**config.mk**
```make
export PLATFORM = sky130hd
export DESIGN_NAME = tim_vfsm
export DESIGN_NICKNAME = d
export VERILOG_FILES = /design/src/rtl/tim_vfsm.sv
export SDC_FILE = /design/constraint.sdc
export NUM_CORES = 1
export LEC_CHECK = 0
export CORE_MARGIN = 1.5
export CORE_UTILIZATION = 61
export DETAILED_ROUTE_END_ITERATION = 10
export GPL_TIMING_DRIVEN = 0
export PLACE_DENSITY_LB_ADDON = 0.1
export SETUP_SLACK_MARGIN = 0.2
export SYNTH_ARGS = -nofsm -noshare
export SYNTH_HDL_FRONTEND = slang
export SYNTH_SLANG_ARGS = --single-unit
```
**constraint.sdc**
```tcl
create_clock -name clk -period 6.3 [get_ports clk]
set_input_delay 0.63 -clock clk [delete_from_list [all_inputs] [get_ports clk]]
set_output_delay 0.63 -clock clk [all_outputs]
set_load 0.05 [all_outputs]
```
**src/rtl/tim_vfsm.sv**
```systemverilog
// ---------------------------------------------------------------------------
// tim_vfsm -- vertical timing FSM for the CCD readout chain.
//
// On a start request it reads out one frame: a photodiode-to-VCCD charge
// transfer (third-level pulse on V2), then NLINES two-phase vertical line
// shifts. Each shift is followed by a line-active window of LINE_CLKS clocks
// during which the downstream horizontal FSM clocks the line out.
//
// Ports:
//   clk         in   system clock (only clock)
//   rst         in   synchronous, active-high reset
//   start       in   frame request, sampled only while idle
//   v1          out  vertical clock phase 1
//   v2          out  vertical clock phase 2
//   v2_3l       out  V2 third-level (transfer) enable
//   vact        out  line-active window to the horizontal FSM
//   firstline   out  high while vact is high for line 0
//   line_idx    out  index of the current line, 0..NLINES-1
//   busy        out  frame in progress
//   frame_done  out  one-cycle pulse at end of frame
// ---------------------------------------------------------------------------
module tim_vfsm #(
    parameter int unsigned NLINES    = 1650,
    parameter int unsigned LINE_CLKS = 24810,
    parameter int unsigned T_VS      = 40,
    parameter int unsigned T_XFER    = 200
) (
    input  logic        clk,
    input  logic        rst,
    input  logic        start,
    output logic        v1,
    output logic        v2,
    output logic        v2_3l,
    output logic        vact,
    output logic        firstline,
    output logic [11:0] line_idx,
    output logic        busy,
    output logic        frame_done
);

    typedef enum logic [3:0] {
        S_IDLE,
        S_XFER_SU,
        S_XFER,
        S_XFER_HD,
        S_LS1,
        S_LS2,
        S_LGAP,
        S_LACT,
        S_DONE
    } state_t;

    // Segment counter reload values: a segment of N cycles loads N-1 and
    // the FSM leaves the segment when the counter reaches zero.
    localparam logic [15:0] VS_LOAD   = 16'(T_VS - 1);
    localparam logic [15:0] XFER_LOAD = 16'(T_XFER - 1);
    localparam logic [15:0] LINE_LOAD = 16'(LINE_CLKS - 1);
    localparam logic [11:0] LAST_LINE = 12'(NLINES - 1);

    state_t      state_q, state_d;
    logic [15:0] seg_cnt_q, seg_cnt_d;
    logic [11:0] line_idx_q, line_idx_d;

    logic v1_q, v1_d;
    logic v2_q, v2_d;
    logic v2_3l_q, v2_3l_d;
    logic vact_q, vact_d;
    logic firstline_q, firstline_d;
    logic busy_q, busy_d;
    logic frame_done_q, frame_done_d;

    logic seg_done;

    assign seg_done = (seg_cnt_q == 16'd0);

    // Next-state logic. The segment counter counts down by default; each
    // state only acts when its segment has expired, at which point it picks
    // the following state and reloads the counter for that segment's length.
    always_comb begin
        state_d    = state_q;
        seg_cnt_d  = seg_cnt_q;
        line_idx_d = line_idx_q;

        if (!seg_done) begin
            seg_cnt_d = seg_cnt_q - 16'd1;
        end

        case (state_q)
            S_IDLE: begin
                if (start) begin
                    state_d   = S_XFER_SU;
                    seg_cnt_d = VS_LOAD;
                end
            end
            S_XFER_SU: begin
                if (seg_done) begin
                    state_d   = S_XFER;
                    seg_cnt_d = XFER_LOAD;
                end
            end
            S_XFER: begin
                if (seg_done) begin
                    state_d   = S_XFER_HD;
                    seg_cnt_d = VS_LOAD;
                end
            end
            S_XFER_HD: begin
                if (seg_done) begin
                    state_d    = S_LS1;
                    seg_cnt_d  = VS_LOAD;
                    line_idx_d = 12'd0;
                end
            end
            S_LS1: begin
                if (seg_done) begin
                    state_d   = S_LS2;
                    seg_cnt_d = VS_LOAD;
                end
            end
            S_LS2: begin
                if (seg_done) begin
                    state_d   = S_LGAP;
                    seg_cnt_d = VS_LOAD;
                end
            end
            S_LGAP: begin
                if (seg_done) begin
                    state_d   = S_LACT;
                    seg_cnt_d = LINE_LOAD;
                end
            end
            S_LACT: begin
                if (seg_done) begin
                    if (line_idx_q == LAST_LINE) begin
                        state_d   = S_DONE;
                        seg_cnt_d = 16'd0;
                    end else begin
                        state_d    = S_LS1;
                        seg_cnt_d  = VS_LOAD;
                        line_idx_d = line_idx_q + 12'd1;
                    end
                end
            end
            S_DONE: begin
                state_d    = S_IDLE;
                seg_cnt_d  = 16'd0;
                line_idx_d = 12'd0;
            end
            default: begin
                state_d    = S_IDLE;
                seg_cnt_d  = 16'd0;
                line_idx_d = 12'd0;
            end
        endcase
    end

    // Output decode from the next state, so the registered outputs change on
    // the same edge as the state register. V1 and V2 are decoded from
    // disjoint state sets and V2 third-level only from a V2-high state, so
    // the driver never sees overlapping phases.
    always_comb begin
        v1_d         = (state_d == S_LS1);
        v2_d         = (state_d == S_XFER_SU) || (state_d == S_XFER) ||
                       (state_d == S_XFER_HD) || (state_d == S_LS2);
        v2_3l_d      = (state_d == S_XFER);
        vact_d       = (state_d == S_LACT);
        firstline_d  = (state_d == S_LACT) && (line_idx_d == 12'd0);
        busy_d       = (state_d != S_IDLE);
        frame_done_d = (state_d == S_DONE);
    end

    // State, counters and outputs in one register bank. Reset wins at any
    // edge, so a mid-frame reset drops straight to idle with no partial line
    // and no end-of-frame pulse.
    always_ff @(posedge clk) begin
        if (rst) begin
            state_q      <= S_IDLE;
            seg_cnt_q    <= 16'd0;
            line_idx_q   <= 12'd0;
            v1_q         <= 1'b0;
            v2_q         <= 1'b0;
            v2_3l_q      <= 1'b0;
            vact_q       <= 1'b0;
            firstline_q  <= 1'b0;
            busy_q       <= 1'b0;
            frame_done_q <= 1'b0;
        end else begin
            state_q      <= state_d;
            seg_cnt_q    <= seg_cnt_d;
            line_idx_q   <= line_idx_d;
            v1_q         <= v1_d;
            v2_q         <= v2_d;
            v2_3l_q      <= v2_3l_d;
            vact_q       <= vact_d;
            firstline_q  <= firstline_d;
            busy_q       <= busy_d;
            frame_done_q <= frame_done_d;
        end
    end

    assign v1         = v1_q;
    assign v2         = v2_q;
    assign v2_3l      = v2_3l_q;
    assign vact       = vact_q;
    assign firstline  = firstline_q;
    assign line_idx   = line_idx_q;
    assign busy       = busy_q;
    assign frame_done = frame_done_q;

endmodule

```
==> flow_metrics.py <==
metrics = {
    "run_status": {
        "outcome": "finished, final reports clean",
    },
    "worst_setup_path": {
        "cell_chain_of_the_critical_path": "ha_1 > nor4b_1 > nand3_1 > o21ai_1 > a21o_1 > a31oi_1 > or4_4 > nor4b_2",
        "slowest_stage": "sky130_fd_sc_hd__dfxtp_1",
        "timing_worst_setup_path_type": "flop to flop",
        "rr_worst_depth": 8,
        "timing.rr.end": "firstline",
        "crit_required_ps": 6510,
        "reg2reg_slack_ps": 3380,
        "path_max_fanout": 9,
        "critPathCaptureType": "flop",
        "rr_startpoint": "line_idx[0]",
        "timing.critical_path.slowest_cell_delay_ps": 500,
        "cp.arrival_ps": 3130,
        "critPathLaunchType": "flop",
    },
    "logic_synthesis": {
        "netlist.area_leader.share": 0.340,
        "compound_gate_portion_of_the_synthesized_area": 0.193,
        "synth_edf_count": 0,
        "post_synth.cell_area_avg_sq_um": 8.24,
        "ys.warnings.count": 0,
        "post_synth_main_area_contributors": "sky130_fd_sc_hd__dfxtp_1 (34%), sky130_fd_sc_hd__nor2_1 (6.0%), sky130_fd_sc_hd__a21oi_1 (4.8%)",
        "yosys.area_share.adder": 0.0163,
        "syn_area_sq_um": 2300,
        "synth.yosys.seq_area_share": 0.340,
        "synthesized_netlist_cell_count": 279,
        "synth-main-ff-cell": "sky130_fd_sc_hd__dfxtp_1",
        "main_combinational_cell_family_by_area_after_synthesis": "simple AND/OR/NAND/NOR gates",
        "post_synth_cell_types": 55,
        "yosys.area_share.xor_xnor": 0.0615,
        "flop_and_latch_count_out_of_synthesis": 39,
        "ys_async_sr_fraction": 0,
        "synth_simple_gate_area_frac": 0.326,
        "synth.mux.area_fraction": 0.00871,
        "synth_nets": 285,
        "synth_top_area_cell": "sky130_fd_sc_hd__dfxtp_1",
    },
    "sta": {
        "fin_skew_ps": 4.73,
        "max_clock_freq_ghz": 0.342,
        "setup_repair_after_global_routing_missed_its_margin": "no",
        "final_max_slew_viol_count": 0,
        "totalNegativeSetupSlack_ps": 0,
        "worst_slack_ps": 3380,
        "period_needed_ps": 2920,
        "setup-violations-final": 0,
        "tightestPinTransition_ps": 606,
        "slew_headroom": 0.593,
        "timing_hold_violations_final": 0,
        "layout_worst_path_cycle_share": 0.464,
    },
    "min_path": {
        "hold_end": "seg_cnt_q[9]",
        "min-delay-path-class": "flop to flop",
        "whs_path_depth": 2,
        "hold_path.startpoint": "seg_cnt_q[9]",
    },
    "grt": {
        "global_route_wire_length_before_repair_um": 9290,
        "largest_net_degree_at_the_start_of_global_routing": 14,
        "grt_pass1_vias": 1947,
        "initial_antenna_violation_count": 0,
        "gr-total-overflow": 0,
        "total_routing_usage_gr": 0.294,
    },
    "place": {
        "gpl.final_weighted_congestion": 0.908,
        "placement.setup.worst_slack_ps": 3480,
        "hpwl_um": 4010,
        "port-buffer-count": 21,
    },
    "routing": {
        "detail_route.wirelength_um": 5610,
        "detailroute.via_count": 2218,
        "detail_route.iter0.violations": 179,
        "dr.pass1.iters": 6,
        "ant_nets": 0,
        "remaining_drc_errors": 0,
        "via_count_normalized_by_instance_count": 6.23,
        "routedWlPerCell_um": 15.8,
    },
    "die": {
        "core_sq_um": 3630,
        "i_o_pin_count": 22,
        "dieHeight_um": 64.4,
        "row_count": 22,
        "die_width_um": 64.4,
        "die_area_sq_um": 4150,
        "floorplan.initialDensity": 0.633,
    },
    "cells_and_area": {
        "multi_input_area_sq_um": 1390,
        "final_core_utilization": 0.744,
        "sequential_cell_area_sq_um": 781,
        "mostFrequentLayoutCell": "sky130_fd_sc_hd__dfxtp_1",
        "areaGrowthSynthToFinish_pct": 17.7,
        "final_net_count": 313,
        "share_of_cells_above_drive_strength_1": 0.107,
        "fill_cells": 286,
        "final_cell_mix": "sky130_fd_sc_hd__dfxtp_1 (39), sky130_fd_sc_hd__nor2_1 (37), sky130_fd_sc_hd__nand2_1 (22), sky130_fd_sc_hd__a21oi_1 (22), sky130_fd_sc_hd__clkdlybuf4s50_1 (21)",
        "insertedDiodeCount": 0,
    },
    "power_and_ir_drop": {
        "power_density_nw_per_um2": 390,
        "power.total_uw": 1050,
        "p_leak_uw": 0.000941,
        "peakVddDrop_uv": 326,
    },
    "cts": {
        "cts_root_buffer": "sky130_fd_sc_hd__clkbuf_8",
        "cts_htree_levels": 2,
        "clkLatencyLatePin_ps": 300,
        "worst_setup_hold_path_clk_slew_ps": 80,
        "clk_sinks": 39,
        "post_cts_resized": 0,
        "cts_max_path_buffers": 2,
        "post_cts.repair.setup_buffers": 0,
        "clock_tree_from_tritoncts": "done",
        "holdBufCountCts": 0,
        "cts_buffers": 5,
    },
    "flow_run": {
        "cap_viol_max_count": 0,
    },
}
stage by stage:
step                hold slack, ps  cells  instance area [sq um]
floorplan                      474    279                   2300
global placement               485    348                   2570
detailed placement             497    348                   2570
CTS                            511    356                   2710
global route                   573    356                   2710
finish                         510    356                   2710
where the power goes:
group	total (uW)	leakage [uW]	internal, uW	switching (uW)
sequential	345	0.000317	292	53.3
clock	253	0.0000644	158	95.1
combinational	457	0.000560	192	265
total	1050	0.000941	642	413
sequential cells by signal, indices dropped and copies added, names as in the netlist:
signal,flops
busy,1
firstline,1
frame_done,1
line_idx,12
seg_cnt_q,16
state_q,4
v1,1
v2,1
v2_3l,1
vact,1
layer usage:
metal | GRT usage | routed length [um] | vias to the layer above
li1 | - | - | 1078
met2 | 0.426 | 2400 | 95
met5 | 0 | 0 | -
met3 | 0.0546 | 482 | 14
met4 | 0.128 | 115 | 0
met1 | 0.424 | 2620 | 1031
synthesized netlist by cell type (6+ instances only):
cell and count:
sky130_fd_sc_hd__a21oi_1 22, sky130_fd_sc_hd__clkbuf_1 9, sky130_fd_sc_hd__dfxtp_1 39, sky130_fd_sc_hd__inv_1 6, sky130_fd_sc_hd__nand2_1 22, sky130_fd_sc_hd__nand3_1 13, sky130_fd_sc_hd__nor2_1 37, sky130_fd_sc_hd__nor3_1 11
sky130_fd_sc_hd__nor4_1 6, sky130_fd_sc_hd__o21ai_0 16, sky130_fd_sc_hd__xnor2_1 7, sky130_fd_sc_hd__xor2_1 6
layout make-up:
class	instances	share of cell area
plain buffers	15	0.0384
clock buffers	5	0.0254
clock inverters	3	0.0250
inverters	6	0.00833
multi-input cells	219	0.514
flip-flops and latches	39	0.289
well taps	48	0.0222
repair buffers	21	0.0777
how the worst max path moves through the flow:
| stage | startpoint | endpoint | slack, ps | depth (start not counted) |
|---|---|---|---|---|
| after detailed placement | line_idx[0] | firstline | 3480 | 8 |
| after CTS | line_idx[0] | firstline | 3420 | 8 |
| after global routing | line_idx[0] | firstline | 3120 | 8 |
| final | line_idx[0] | firstline | 3380 | 8 |
| after floorplan | line_idx[0] | firstline | 3550 | 8 |
| after global placement | line_idx[0] | firstline | 3490 | 8 |
logic make-up (layout without fill, tap and decap cells):
group	count (synthesis)	count (layout)
flops	39	39
compound gates	69	69
buf+inv	21	50
xor+xnor	14	14
simple gates	131	131
mux	2	2
fa+ha+maj	3	3
critical path, delay by kind of cell, from the launching register on:
family	cells	cell delay (ps)
adder cells (fa/ha/maj)	1	190
AO/OA/AOI/OAI	3	600
AND/OR/NAND/NOR	4	1530
flip-flops	1	500
Note: power is estimated with default switching activity, not from simulation.
